==> config.mk <==
export PLATFORM = sky130hd
export DESIGN_NAME = pc_update_sequencer
export DESIGN_NICKNAME = d
export VERILOG_FILES = /design/src/rtl/pc_update_sequencer.sv
export SDC_FILE = /design/constraint.sdc
export NUM_CORES = 1
export LEC_CHECK = 0
export BUFFER_PORTS_ARGS = -buffer_cell sky130_fd_sc_hd__buf_2
export CORE_UTILIZATION = 52
export DETAILED_ROUTE_END_ITERATION = 6
export HOLD_SLACK_MARGIN = 0.06
export PLACE_DENSITY = 0.81
export SKIP_LAST_GASP = 1
export SLEW_MARGIN = 10
export SYNTH_ARGS = -nofsm -noshare
export SYNTH_HDL_FRONTEND = slang
export SYNTH_SLANG_ARGS = --single-unit
==> constraint.sdc <==
create_clock -name clk -period 1.7 [get_ports clk]
set_input_delay 0.255 -clock clk [delete_from_list [all_inputs] [get_ports clk]]
set_output_delay 0.255 -clock clk [all_outputs]
set_load 0.01 [all_outputs]
==> src/rtl/pc_update_sequencer.sv <==
// Multi-cycle PC sequencer: steps FETCH..WB and issues a one-cycle PC write at WB.
// Optional bounds check on the selected target is enabled by defining PC_BOUNDS_CHECK_EN.
module pc_update_sequencer #(
   parameter int                ADDR_W   = 10,
   parameter logic [ADDR_W-1:0] TRAP_VEC = 10'h3F0,
   parameter logic [ADDR_W-1:0] RESET_PC = '0,
   parameter logic [ADDR_W-1:0] PC_LIMIT = 10'h3EF
) (
   input  logic              clk,
   input  logic              rst_n,
   input  logic              start,
   input  logic              halt,
   input  logic              stall,
   input  logic              branch_req,
   input  logic [ADDR_W-1:0] branch_tgt,
   input  logic              jump_req,
   input  logic [ADDR_W-1:0] jump_tgt,
   input  logic              trap_req,
   output logic [ADDR_W-1:0] pc,
   output logic [ADDR_W-1:0] new_pc,
   output logic              pc_we,
   output logic [2:0]        phase,
   output logic              busy,
   output logic              fault
);

   typedef enum logic [2:0] {
      IDLE   = 3'd0,
      FETCH  = 3'd1,
      DECODE = 3'd2,
      EXEC   = 3'd3,
      MEM    = 3'd4,
      WB     = 3'd5
   } phase_t;

   phase_t            state, state_nxt;
   logic [ADDR_W-1:0] pc_q, jump_tgt_q, branch_tgt_q;
   logic [ADDR_W-1:0] sel_pc, next_pc;
   logic              jump_pend, branch_pend, trap_pend;
   logic              trap_now, commit, out_of_bounds;

   always_ff @(posedge clk or negedge rst_n) begin
      if (!rst_n) state <= IDLE;
      else        state <= state_nxt;
   end

   always_comb begin
      state_nxt = state;
      commit    = 1'b0;
      case (state)
         IDLE:   if (start)  state_nxt = FETCH;
         FETCH:  if (!stall) state_nxt = DECODE;
         DECODE: if (!stall) state_nxt = EXEC;
         EXEC:   if (!stall) state_nxt = MEM;
         MEM:    if (!stall) state_nxt = WB;
         WB: begin
            if (!stall) begin
               commit    = 1'b1;
               state_nxt = halt ? IDLE : FETCH;
            end
         end
         default: state_nxt = IDLE;
      endcase
   end

   // A trap raised during the commit cycle itself still wins, so it is never lost.
   always_comb begin
      trap_now = trap_pend | trap_req;
      if (jump_pend)        sel_pc = jump_tgt_q;
      else if (branch_pend) sel_pc = branch_tgt_q;
      else                  sel_pc = pc_q + ADDR_W'(1);
   end

`ifdef PC_BOUNDS_CHECK_EN
   assign out_of_bounds = (sel_pc > PC_LIMIT);
`else
   logic unused_pc_limit;
   assign unused_pc_limit = ^PC_LIMIT;
   assign out_of_bounds   = 1'b0;
`endif

   assign next_pc = (trap_now || out_of_bounds) ? TRAP_VEC : sel_pc;

   always_ff @(posedge clk or negedge rst_n) begin
      if (!rst_n) begin
         pc_q         <= RESET_PC;
         trap_pend    <= 1'b0;
         jump_pend    <= 1'b0;
         branch_pend  <= 1'b0;
         jump_tgt_q   <= '0;
         branch_tgt_q <= '0;
      end else if (commit) begin
         pc_q        <= next_pc;
         trap_pend   <= 1'b0;
         jump_pend   <= 1'b0;
         branch_pend <= 1'b0;
      end else begin
         if (state != IDLE && trap_req) trap_pend <= 1'b1;
         if (state == EXEC && !stall) begin
            jump_pend    <= jump_req;
            jump_tgt_q   <= jump_tgt;
            branch_pend  <= branch_req;
            branch_tgt_q <= branch_tgt;
         end
      end
   end

   assign pc     = pc_q;
   assign new_pc = (state == WB) ? next_pc : pc_q;
   assign pc_we  = commit;
   assign phase  = state;
   assign busy   = (state != IDLE);
   assign fault  = commit && !trap_now && out_of_bounds;

endmodule

==> impl_metrics.yaml <==
yosys:
  synth_area_per_cell_sq_um: 9.667
  synth_nets: 230
  synth-seq-cells: 36
  synth_seq_area_share_pct: 46.36
  synth_edf_count: 0
  synth-main-ff-cell: "dfrtp_1"
  synth_area_leader_cell: "dfrtp_1"
  synth_area_leaders: "dfrtp_1 (46%), mux2_2 (10%), o21ai_0 (7.0%)"
  synth_top_area_share_pct: 46.36
  syn_inst: 201
  syn_area_sq_mm: 0.001943
  synthDistinctLibCells: 44
  ys.warnings.count: 0
  async_flop_share_pct: 100.0
outcome:
  violations: "setup timing"
  status: "finished with violations"
timing:
  period_needed_ps: 2040
  finalSetupViolCount: 11
  rsz0062_at_grt: "yes"
  final-hold-violation-count: 0
  skew_ps: 8.244
  setup_ws_ps: -340.1
  fmax_ghz: 0.4902
  post-route-period-util_pct: 120.0
  final_max_slew_viol_count: 0
critical_path:
  crit_cells: 6
  crit_type: "flop to output pin"
  cp-start-kind: "flop"
  cp_num_buf_inv: 2
  reg2regPathDepth: 5
  cp_max_fo: 4
  critPathTopFamily: "compound AO/OA/AOI/OAI gates"
  endpoint_kind: "output pin"
  worst_path_max_delay_cell: "dfrtp_2"
  worstPathCellList: "buf_6 -> nor2_4 -> o211ai_1 -> a31oi_1 -> o21ai_1 -> buf_2"
  cp.required_ps: 1440
  slowest_delay_ps: 460
  worstPathArrival_ps: 1790
global_route:
  grt_overflow_total: 0
  gr-usage-met1_pct: 41.59
  met3_usage_pct: 9.964
  busiest_layer: "met2"
  grt_pass1_vias: 1882
  antenna_found_initial: 0
  track_usage_pct: 31.57
  grt_max_degree: 37
  grtUsageMet2_pct: 47.31
  grt_pass1_wl_microns: 9446
worst_hold_path:
  hold_class: "primary input to flop"
  whs_path_depth: 3
flow_run:
  drv_cap: 0
place:
  place.port_buffers: 52
  globalplace.congestion: 0.9407
  dp_hpwl_microns: 3446
  placed_area_sq_mm: 0.002422
finish:
  final_nets: 318
  area_delta_synth_final_pct: 49.32
  ff_latch_area_sq_um: 907.1
  multiInputGateArea_sq_mm: 0.001160
  fill_cells: 192
  layout-drive-gt1-share_pct: 53.10
  design_area_sq_mm: 0.002902
  antenna_cells: 0
die:
  fp.dieW_microns: 63.13
  core_sq_mm: 0.003468
  pin_count: 54
  num_rows: 21
  die-area_sq_mm: 0.003985
  die_h_microns: 63.13
  start_util_pct: 56.02
detailed_routing:
  num_vias: 2093
  routedWlPerCell_microns: 19.49
  viasPerCell: 6.229
  ant_nets: 0
  drc: 0
  drt_first_pass_iters: 6
  drt_wl_total_microns: 6549
  dr.first_iter.drc_count: 363
clocking:
  clk_latency_ps: 300
  root_buffer: "clkbuf_8"
  tritoncts: "yes"
  clk_path_buf_depth: 2
  clk_pin_slew_ps: 80
  cts.sinks: 36
  cts_buffers: 5
  h-tree-depth: 2
power:
  p_leak_nw: 1.259
  p_total_mw: 5.201
  peakVddDrop_v: 0.001055
  p_per_area_mw_per_mm2: 1793
-- Yosys cell counts (all sizes together) (2+ instances only) --
library cell	count
nor4	2
nand2b	4
a2111oi	2
dfrtp	36
nor3b	3
inv	3
o21ai	27
a31oi	4
nor2b	4
xnor2	2
a21oi	15
nor3	3
o22ai	3
and2	2
mux2i	3
nor2	8
or2	2
o211ai	5
clkbuf	2
mux2	18
nand3	6
nand2	23
buf	9
-- through the flow --
stage          worst slack, ps  hold slack (ps)  util, %  cells  TNS [ps]
3_5_place_dp            -121.2            319.3    69.84    317    -153.4
2_1_floorplan            54.02           -40.59        -    201         0
6_report                -340.1            178.9    83.66    336     -2630
3_3_place_gp            -53.64            315.4    69.84    317    -53.64
5_1_grt                 -373.2            171.0    83.66    336     -3140
4_1_cts                 -302.5            177.0    79.40    331     -2144
-- cells by family (layout without fill, tap and decap cells) --
group / Yosys count / after routing / synth area share (%)
AOI/OAI and AO/OA: 63 / 63 / 19.12
and+or+nand+nor: 62 / 62 / 16.48
DFF: 36 / 36 / 46.36
adders and majority gates: 1 / 1 / 0.6438
other: 1 / 1 / 0.1930
xor gates and xnor gates: 2 / 2 / 0.9016
muxes: 21 / 21 / 11.98
buffers and inverters: 15 / 104 / 4.314
-- layer usage --
| metal | routed length [microns] | share of wire, % |
|---|---|---|
| met1 | 2629 | 40 |
| met2 | 3138 | 48 |
| met3 | 546 | 8.3 |
| met4 | 234 | 3.6 |
| met5 | 0 | 0 |
-- path summary, 6_finish.rpt --
kind,startpoint,to,slack (ps)
max in group asynchronous,rst_n,phase[0],840
worst max-delay path,trap_pend,new_pc[6],-340
min in group asynchronous,rst_n,trap_pend,530
worst min-delay path,branch_req,branch_pend,180
worst min register to register,jump_tgt_q[4],jump_tgt_q[4],520
worst max register to register,phase[0],jump_tgt_q[8],100
-- layout make-up --
class / count / share of cell area [%]
Clock buffer: 5 / 2.372
Clock inverter: 3 / 3.105
Inverter: 4 / 0.6900
Multi-Input combinational cell: 150 / 39.97
Sequential cell: 36 / 31.26
Tap cell: 46 / 1.984
Timing Repair Buffer: 92 / 20.61
-- registers in the layout, summed over array words and instances (netlist names) --
register and count:
branch_pend 1, pc 10, trap_pend 1, branch_tgt_q 10, jump_pend 1, phase 3, jump_tgt_q 10
-- report_power, final --
part / leakage (nW) / total [mW] / switching (mW) / internal, mW
logic: 0.755 / 2.49 / 1.30 / 1.19
clock network: 0.0784 / 1.06 / 0.325 / 0.734
registers: 0.425 / 1.65 / 0.394 / 1.26
total: 1.26 / 5.20 / 2.02 / 3.18
-- timing repair --
item                       4_1_cts  5_1_grt
hold buffers                     1        0
setup buffers                    5        6
setup endpoints to repair       11       11
pin swaps                        6       16
hold endpoints to repair        36        0
gates resized for setup         41       24
-- worst register-to-register path, stage by stage (launching register included) --
cell and delay, ps:
dfrtp_2 430, buf_4 140, nand2b_2 110, nor3b_4 240, buf_12 210, mux2_2 360
-- placed cells by master (no fill, tap or decap), drive strengths merged, types with 2 or more instances in the layout --
| cell type | count |
|---|---|
| buf | 91 |
| a31oi | 4 |
| clkbuf | 5 |
| o22ai | 3 |
| inv | 3 |
| mux2i | 3 |
| nand2b | 4 |
| and2 | 2 |
| dfrtp | 36 |
| nor3b | 3 |
| nor3 | 3 |
| xnor2 | 2 |
| a21oi | 15 |
| or2 | 2 |
| a2111oi | 2 |
| nor2 | 8 |
| o211ai | 5 |
| bufinv | 3 |
| o21ai | 27 |
| nor2b | 4 |
| nand2 | 23 |
| nand3 | 6 |
| nor4 | 2 |
| mux2 | 18 |
(Power assumes the default switching activity.)
